### src/rtl/alu_pkg.sv
// Shared opcode, flag-index and FSM-state definitions for the ALU command sequencer.
package alu_pkg;

  localparam logic [1:0] OP_ADD = 2'b00;
  localparam logic [1:0] OP_SUB = 2'b01;
  localparam logic [1:0] OP_MUL = 2'b10;
  localparam logic [1:0] OP_DIV = 2'b11;

  localparam int FLAG_OVF   = 4;
  localparam int FLAG_NEG   = 3;
  localparam int FLAG_ZERO  = 2;
  localparam int FLAG_CARRY = 1;
  localparam int FLAG_DIV0  = 0;

  localparam logic [1:0] ST_IDLE         = 2'd0;
  localparam logic [1:0] ST_WAIT_DONE    = 2'd1;
  localparam logic [1:0] ST_WAIT_RELEASE = 2'd2;
  localparam logic [1:0] ST_RESP         = 2'd3;

  typedef struct packed {
    logic [1:0] op;
    logic [7:0] a;
    logic [7:0] b;
  } cmd_t;

endpackage

### src/rtl/alu_cmd_fifo.sv
// Synchronous command FIFO; read data is the head entry, visible combinationally.
// Full/empty are told apart by one extra pointer bit above the index.
module alu_cmd_fifo
  import alu_pkg::*;
#(
  parameter int DEPTH = 4
) (
  input  logic clk,
  input  logic rst,
  input  logic push,
  input  cmd_t wdata,
  input  logic pop,
  output cmd_t rdata,
  output logic full,
  output logic empty
);

  localparam int AW = $clog2(DEPTH);

  cmd_t          mem_q [DEPTH];
  logic [AW:0]   wr_ptr_q, wr_ptr_d;
  logic [AW:0]   rd_ptr_q, rd_ptr_d;

  always_comb begin
    wr_ptr_d = wr_ptr_q;
    rd_ptr_d = rd_ptr_q;
    if (push) wr_ptr_d = wr_ptr_q + 1'b1;
    if (pop)  rd_ptr_d = rd_ptr_q + 1'b1;
  end

  always_ff @(posedge clk or negedge rst) begin
    if (!rst) begin
      wr_ptr_q <= '0;
      rd_ptr_q <= '0;
    end else begin
      wr_ptr_q <= wr_ptr_d;
      rd_ptr_q <= rd_ptr_d;
    end
  end

  // Storage is not reset; only the pointers define what is valid.
  always_ff @(posedge clk) begin
    if (push) mem_q[wr_ptr_q[AW-1:0]] <= wdata;
  end

  assign rdata = mem_q[rd_ptr_q[AW-1:0]];
  assign empty = (wr_ptr_q == rd_ptr_q);
  assign full  = (wr_ptr_q[AW] != rd_ptr_q[AW]) &&
                 (wr_ptr_q[AW-1:0] == rd_ptr_q[AW-1:0]);

endmodule

### src/rtl/alu_sequencer.sv
// Queues ALU commands and issues them one at a time, holding operands through the ALU done handshake.
// Result/flags (or a timeout marker) are returned on a valid/ready response port.
module alu_sequencer
  import alu_pkg::*;
#(
  parameter int DEPTH   = 4,
  parameter int TIMEOUT = 64
) (
  input  logic        clk,
  input  logic        rst,
  input  logic        cmd_valid,
  output logic        cmd_ready,
  input  logic [1:0]  cmd_op,
  input  logic [7:0]  cmd_a,
  input  logic [7:0]  cmd_b,
  output logic [1:0]  alu_select,
  output logic [7:0]  alu_a,
  output logic [7:0]  alu_b,
  input  logic [15:0] alu_result,
  input  logic [4:0]  alu_flags,
  input  logic        alu_done,
  output logic        rsp_valid,
  input  logic        rsp_ready,
  output logic [1:0]  rsp_op,
  output logic [15:0] rsp_result,
  output logic [4:0]  rsp_flags,
  output logic        rsp_timeout,
  output logic        busy
);

  localparam int CW = $clog2(TIMEOUT);

  logic        full, empty, push, pop;
  cmd_t        head;

  logic [1:0]  state_q, state_d;
  logic [CW-1:0] cnt_q, cnt_d;
  logic [1:0]  sel_q, sel_d;
  logic [7:0]  a_q, a_d, b_q, b_d;
  logic [1:0]  rsp_op_q, rsp_op_d;
  logic [15:0] rsp_result_q, rsp_result_d;
  logic [4:0]  rsp_flags_q, rsp_flags_d;
  logic        rsp_timeout_q, rsp_timeout_d;

  assign push = cmd_valid && !full;

  alu_cmd_fifo #(.DEPTH(DEPTH)) u_fifo (
    .clk   (clk),
    .rst   (rst),
    .push  (push),
    .wdata ({cmd_op, cmd_a, cmd_b}),
    .pop   (pop),
    .rdata (head),
    .full  (full),
    .empty (empty)
  );

  always_comb begin
    state_d       = state_q;
    cnt_d         = cnt_q;
    sel_d         = sel_q;
    a_d           = a_q;
    b_d           = b_q;
    rsp_op_d      = rsp_op_q;
    rsp_result_d  = rsp_result_q;
    rsp_flags_d   = rsp_flags_q;
    rsp_timeout_d = rsp_timeout_q;
    pop           = 1'b0;
    case (state_q)
      ST_IDLE: begin
        if (!empty) begin
          pop     = 1'b1;
          sel_d   = head.op;
          a_d     = head.a;
          b_d     = head.b;
          cnt_d   = '0;
          state_d = ST_WAIT_DONE;
        end
      end
      ST_WAIT_DONE: begin
        if (alu_done) begin
          rsp_op_d      = sel_q;
          rsp_result_d  = alu_result;
          rsp_flags_d   = alu_flags;
          rsp_timeout_d = 1'b0;
          state_d       = ST_WAIT_RELEASE;
        end else if (cnt_q == CW'(TIMEOUT - 1)) begin
          rsp_op_d      = sel_q;
          rsp_result_d  = '0;
          rsp_flags_d   = '0;
          rsp_timeout_d = 1'b1;
          state_d       = ST_RESP;
        end else begin
          cnt_d = cnt_q + 1'b1;
        end
      end
      // Operands stay put until the ALU drops done, closing its handshake.
      ST_WAIT_RELEASE: begin
        if (!alu_done) state_d = ST_RESP;
      end
      ST_RESP: begin
        if (rsp_ready) state_d = ST_IDLE;
      end
      default: state_d = ST_IDLE;
    endcase
  end

  always_ff @(posedge clk or negedge rst) begin
    if (!rst) begin
      state_q       <= ST_IDLE;
      cnt_q         <= '0;
      sel_q         <= '0;
      a_q           <= '0;
      b_q           <= '0;
      rsp_op_q      <= '0;
      rsp_result_q  <= '0;
      rsp_flags_q   <= '0;
      rsp_timeout_q <= 1'b0;
    end else begin
      state_q       <= state_d;
      cnt_q         <= cnt_d;
      sel_q         <= sel_d;
      a_q           <= a_d;
      b_q           <= b_d;
      rsp_op_q      <= rsp_op_d;
      rsp_result_q  <= rsp_result_d;
      rsp_flags_q   <= rsp_flags_d;
      rsp_timeout_q <= rsp_timeout_d;
    end
  end

  assign cmd_ready   = !full;
  assign alu_select  = sel_q;
  assign alu_a       = a_q;
  assign alu_b       = b_q;
  assign rsp_valid   = (state_q == ST_RESP);
  assign rsp_op      = rsp_op_q;
  assign rsp_result  = rsp_result_q;
  assign rsp_flags   = rsp_flags_q;
  assign rsp_timeout = rsp_timeout_q;
  assign busy        = (state_q != ST_IDLE);

endmodule
### config.mk
export PLATFORM = sky130hd
export DESIGN_NAME = alu_sequencer
export DESIGN_NICKNAME = d
export VERILOG_FILES = /design/src/rtl/alu_pkg.sv /design/src/rtl/alu_cmd_fifo.sv /design/src/rtl/alu_sequencer.sv
export SDC_FILE = /design/constraint.sdc
export NUM_CORES = 1
export LEC_CHECK = 0
export BUFFER_PORTS_ARGS = -buffer_cell sky130_fd_sc_hd__buf_2
export CORE_MARGIN = 8
export CORE_UTILIZATION = 40
export CTS_CLUSTER_DIAMETER = 40
export DETAILED_ROUTE_END_ITERATION = 16
export SETUP_SLACK_MARGIN = 0.2
export SLEW_MARGIN = 20
export SYNTH_ARGS = -nofsm -noshare
export SYNTH_HDL_FRONTEND = slang
export SYNTH_SLANG_ARGS = --single-unit
export TNS_END_PERCENT = 50
### constraint.sdc
create_clock -name clk -period 4.85 [get_ports clk]
set_clock_uncertainty 0.2 [all_clocks]
set_input_delay 0.97 -clock clk [delete_from_list [all_inputs] [get_ports clk]]
set_output_delay 0.97 -clock clk [all_outputs]
set_load 0.05 [all_outputs]
==> results of run 1 <==
[area by class of cell]
| type | count | area share |
|---|---|---|
| Clock inverter | 10 | 0.01804 |
| Sequential cell | 128 | 0.5710 |
| Clock buffer | 22 | 0.07438 |
| Timing Repair Buffer | 92 | 0.07538 |
| Inverter | 11 | 0.006616 |
| Multi-Input combinational cell | 131 | 0.2201 |
| Tap cell | 172 | 0.03448 |
[power breakdown]
part / switching (mW) / internal, mW
Sequential: 0.186 / 1.52
Clock: 0.443 / 0.780
Combinational: 1.24 / 0.667
[state kept, by name, summed over array words and instances, names as in the netlist, 3 cells and up]
register         count
alu_b                8
rsp_result          16
rsp_flags            5
alu_a                8
u_fifo.mem_q        72
cnt_q                6
u_fifo.rd_ptr_q      3
u_fifo.wr_ptr_q      3
[layer usage]
layer,global-route usage,part of all wire,vias to the layer above
met5,0,0,-
met4,0.05245,0.012,0
met3,0.05449,0.072,10
met2,0.1994,0.48,87
met1,0.1572,0.44,1386
li1,-,-,1276
[cell usage in the layout, fill, tap and decap left out, types with 3 or more instances in the layout]
cell type	netlist	routed
and3_1	3	3
mux2_2	21	21
dfrtp_1	56	56
clkbuf_1	3	3
inv_1	11	11
xnor2_1	4	4
o21ai_0	3	3
a31oi_1	4	4
mux4_2	18	18
clkinv_2	0	4
nand2_1	6	6
buf_2	6	88
nand3_1	5	5
nor2_1	4	4
clkbuf_16	0	17
and2_1	5	6
nand2b_1	3	3
ha_1	10	10
xor2_1	5	5
a22o_1	21	21
buf_4	0	4
a21oi_1	3	3
edfxtp_1	72	72
[cells by family (layout without fill, tap and decap cells)]
family | after synthesis | in the layout | synth area share
AO/OA/AOI/OAI | 40 | 40 | 0.06270
XOR/XNOR | 9 | 9 | 0.01567
adder cells (fa/ha/maj) | 10 | 10 | 0.02488
buffers and inverters | 23 | 135 | 0.02165
flip-flops | 128 | 128 | 0.7086
multiplexers | 42 | 42 | 0.1339
AND/OR/NAND/NOR | 30 | 30 | 0.03260
[critical path: stages (launching register included)]
cell,delay (ns)
dfrtp_1,0.78
xnor2_1,0.19
nand3_1,0.13
buf_2,0.28
[metrics by stage]
step | total power [mW] | instance area (µm²) | hold slack, ns
floorplan | 3.181 | 5029 | 0.2604
global placement | 3.630 | 5664 | 0.2754
detailed placement | 3.678 | 5664 | 0.2774
CTS | 4.915 | 6241 | 0.2871
global route | 5.112 | 6241 | 0.3078
finish | 4.838 | 6241 | 0.2814
[worst paths after layout]
| kind | slack [ns] | start | to |
|---|---|---|---|
| min in group asynchronous | 0.51 | rst | rsp_flags[2] |
| worst max register to register | 1.94 | u_fifo.rd_ptr_q[0] | u_fifo.mem_q[3][10] |
| worst min-delay path | 0.28 | u_fifo.rd_ptr_q[2] | u_fifo.rd_ptr_q[2] |
| max in group asynchronous | 3.42 | rst | rsp_flags[0] |
| worst max-delay path | 1.90 | u_fifo.rd_ptr_q[0] | cmd_ready |
| worst min register to register | 0.28 | u_fifo.rd_ptr_q[2] | u_fifo.rd_ptr_q[2] |
==> results by group, run 1 <==
Global route
  – Vias in the first global route: 2976
  – Largest net degree at the start of global routing: 57
  – Initial antenna violation count: 0
  – First-pass GRT wire length: 15790 µm
  – Overall routing resource usage: 0.1294
  – Global route overflow: 0

Finish
  – Final cell count without fillers: 566
  – ANT cells: 0
  – Share of layout cells above drive strength 1: 0.4213
  – Area of the multi-input gates: 1374 µm²
  – Layout area overhead: 24.11%
  – FF+latch area: 3563 µm²
  – # fillers: 1098
  – Nets: 435
  – Final core utilization: 0.5007

Yosys
  – Synthesized cell area: 5029 µm²
  – Top-count cell post-synth: edfxtp_1
  – Main flop type after synthesis: edfxtp_1
  – Post-synth top cells: 72 x edfxtp_1, 56 x dfrtp_1, 21 x a22o_1, 21 x mux2_2, 18 x mux4_2
  – EDFF count, synth: 72
  – Syn Nets: 336
  – Top cell type by total area after synthesis: edfxtp_1
  – Synth top area cells: edfxtp_1 43%, dfrtp_1 28%, mux4_2 8.1%
  – Synth Instances: 282
  – Avg Cell Area, Syn: 17.83 µm²
  – Post-synth cell types: 37
  – Synth top area share: 0.4300
  – Yosys reg bits: 128
  – Post-synth ARST share: 0.4375
  – Seq/Total Area, Yosys: 0.7086
  – Warnings, synthesis: 0

Critical path
  – Crit start category: register
  – Worst reg2reg path depth: 3
  – CP Data Required Time: 3.68 ns
  – Max Fanout on Critical Path: 12
  – Worst setup EP type: primary output
  – Crit Path Category: reg -> out
  – Critical path arrival: 1.78 ns

Floorplanning
  – Ports: 89
  – Die H: 128.1 µm
  – Die area: 16410 µm²
  – Die X: 128.1 µm
  – Row cnt: 41
  – Core Footprint: 12470 µm²
  – Initial Utilization: 0.4034

Timing
  – Final setup vio count: 0
  – Final Hold Fails: 0
  – Final Cycle Share: 0.6092
  – Post-route minimum period: 2.955 ns
  – Slew @ Worst Pin: 1.007 ns
  – Slew margin rel.: 0.3285
  – Fin Setup TNS: 0 ns
  – F_max: 338.4 MHz
  – Setup WS post-layout: 1.895 ns
  – Max-slew violations: 0
  – RSZ-0062 raised after global routing: false

Clock tree
  – CTS H-tree lvls: 4
  – Max clock buf depth: 2
  – Clock sinks: 128
  – Clock-pin transition on the worst setup and hold timing paths: 0.05 ns
  – CTS tree: done
  – Clock root buffer: clkbuf_16
  – TritonCTS buffer count: 17
  – Clk_lat worst skew: 0.41 ns
  – Post-cts gate resize count: 0
  – Post-CTS setup buffer count: 0
  – Hold buffer count at cts: 0

Detailed routing
  – Drt pass-1 iters: 4
  – Wire per inst: 17.35 µm
  – DRT Wirelength: 9821 µm
  – DR iter-0 viols: 133
  – Drt via density: 4.875
  – # DRC: 0
  – Post-route ant nets: 0
  – DR vias: 2759

Placed design
  – Placed cells: 534
  – Placed wire-length estimate: 6545 µm
  – # port buffers: 88
  – Place WS: 1.859 ns
  – RD Place Congestion: 0.7233

Min path
  – Hold Path Stages: 1
  – Hold Path Class: reg -> reg

Power and ir drop
  – Max VDD drop: 439.3 µV
  – PwrDens: 775.2 nW/µm²
  – Total leakage power: 2.568 nW

Job
  – Max_cap viols: 0

Outcome
  – Status: finished clean
Power figures use the tool's default switching activity.
==> run 2: changes to the inputs <==
clock period = 3.05 ns   (was 4.85 ns; I/O delays follow)
==> run 2 against run 1 <==
  * Utilization up 0.96 points
  * Clock power up 64%
  * Wire length up 1.6%
  * Power up 61%
  * Global-route usage up 0.10 points
  * Via count up 2.5%
  * Final area up 1.9%
  * Die area unchanged
  * Non-clock buffer count up 6
  * Setup slack worse by 1.3 ns
  * Sequential power up 56%
==> results by group, run 2 (synthesized netlist as in run 1, its figures left out) <==
Timing
  – Final setup vio count: 0
  – Post-route minimum period: 2.435 ns
  – Final Cycle Share: 0.7984
  – Max-slew violations: 0
  – Slew margin rel.: 0.5010
  – Fin Setup TNS: 0 ns
  – F_max: 410.7 MHz
  – Slew @ Worst Pin: 0.7485 ns
  – RSZ-0062 raised after global routing: false
  – Final Hold Fails: 0

Floorplanning
  – Die H: 128.1 µm
  – Die area: 16410 µm²
  – Ports: 89
  – Initial Utilization: 0.4034
  – Row cnt: 41
  – Die X: 128.1 µm
  – Core Footprint: 12470 µm²

Outcome
  – Status: finished clean

Clock tree
  – CTS tree: done
  – Post-cts gate resize count: 0
  – Clock root buffer: clkbuf_16
  – CTS H-tree lvls: 4
  – Clock-pin transition on the worst setup and hold timing paths: 0.05 ns
  – Clock sinks: 128
  – Clk_lat worst skew: 0.41 ns
  – Post-CTS setup buffer count: 0
  – Hold buffer count at cts: 0
  – TritonCTS buffer count: 17
  – Max clock buf depth: 2

Critical path
  – Crit start category: register
  – CP Data Required Time: 2.24 ns
  – Max Fanout on Critical Path: 4
  – Worst setup EP type: primary output
  – Worst R2R Start: cnt_q[0]
  – Reg-to-reg slack, setup: 0.76 ns
  – Critical path arrival: 1.63 ns
  – Worst flop-to-flop path endpoint: rsp_flags[0]
  – Worst reg2reg path depth: 6
  – Crit Path Category: reg -> out

Placed design
  – RD Place Congestion: 0.7234
  – # port buffers: 88
  – Placed instance area: 5772 µm²
  – Placed wire-length estimate: 6704 µm

Finish
  – Nets: 441
  – Layout area overhead: 26.50%
  – Share of layout cells above drive strength 1: 0.4325
  – # fillers: 1037
  – Most frequent cells in the layout: 88 x buf_2, 72 x edfxtp_1, 56 x dfrtp_1
  – ANT cells: 0
  – Commonest non-fill, non-tap cell in the layout: buf_2
  – Fin area: 6361 µm²
  – Largest register FFs: 72

Global route
  – Overall routing resource usage: 0.1304
  – Vias in the first global route: 3036
  – First-pass GRT wire length: 15840 µm
  – Global route overflow: 0
  – Initial antenna violation count: 1
  – GRT Max-Usage Layer: met2
  – GRT met3 Usage: 0.05990
  – Met2 usage: 0.2035
  – Largest net degree at the start of global routing: 33
  – Met1 Resource Use GR: 0.1517

Power and ir drop
  – Max VDD drop: 481.9 µV
  – Total leakage power: 2.621 nW
  – PwrDens: 1228 nW/µm²

Detailed routing
  – Wire per inst: 17.45 µm
  – DR vias: 2827
  – Post-route ant nets: 0
  – Drt pass-1 iters: 4
  – DR iter-0 viols: 166
  – Drt via density: 4.942
  – DRT Wirelength: 9980 µm
  – # DRC: 0

Min path
  – Hold Path Class: in -> async

Job
  – Max_cap viols: 0
[run 2: changes by cell type in the layout (fill, tap and decap cells not counted), sizes merged]
cell	before	now
buf	92	98
clkbuf	22	20
bufinv	2	3
clkinvlp	2	3
[run 2: worst max-delay path by stage]
stage / start / slack (ns) / end
finish: u_fifo.wr_ptr_q[2] / 0.61 / cmd_ready
global route: u_fifo.wr_ptr_q[2] / 0.52 / cmd_ready
CTS: u_fifo.wr_ptr_q[2] / 0.59 / cmd_ready
detailed placement: cmd_valid / 0.68 / u_fifo.mem_q[3][3]
global placement: cmd_valid / 0.66 / u_fifo.mem_q[3][3]
floorplan: state_q[0] / 0.70 / state_q[1]
[run 2: final cells by class]
cell class | instances | area [µm²] | share of cell area
Sequential cell | 128 | 3563 | 0.5602
Multi-Input combinational cell | 131 | 1374 | 0.2160
Timing Repair Buffer | 98 | 578.1 | 0.09087
Clock buffer | 20 | 446.7 | 0.07022
Tap cell | 172 | 215.2 | 0.03383
Clock inverter | 12 | 142.6 | 0.02242
Inverter | 11 | 41.29 | 0.006491
[run 2: per-stage QoR]
step                      setup slack, ns  total power [mW]    util  hold WS [ns]  cells
after floorplan                    0.7011             5.058       -        0.1144    282
after global placement             0.6638             5.858  0.4630        0.2807    540
after detailed placement           0.6824             5.911  0.4630        0.2855    540
after CTS                          0.5855             7.955  0.5103       0.07661    572
after global routing               0.5215             8.241  0.5103        0.1186    572
final                              0.6150             7.811  0.5103       0.06449    572
[run 2: worst max-delay path, stage by stage (launching register included)]
cell	delay (ns)
dfrtp_1	0.40
xor2_1	0.38
nand3_1	0.17
buf_2	0.25
[run 2: power breakdown]
group | leakage, nW | internal (mW) | switching, mW
Clock | 0.285 | 1.29 | 0.703
Sequential | 1.35 | 2.42 | 0.249
Combinational | 0.985 | 1.13 | 2.02
Total | 2.62 | 4.84 | 2.97
[run 2: routing by layer]
metal / part of all wire / wire, µm / vias up
li1: - / - / 1301
met1: 0.44 / 4385 / 1421
met2: 0.47 / 4706 / 87
met3: 0.074 / 735 / 16
met4: 0.014 / 140 / 2
met5: 0.0013 / 13 / -
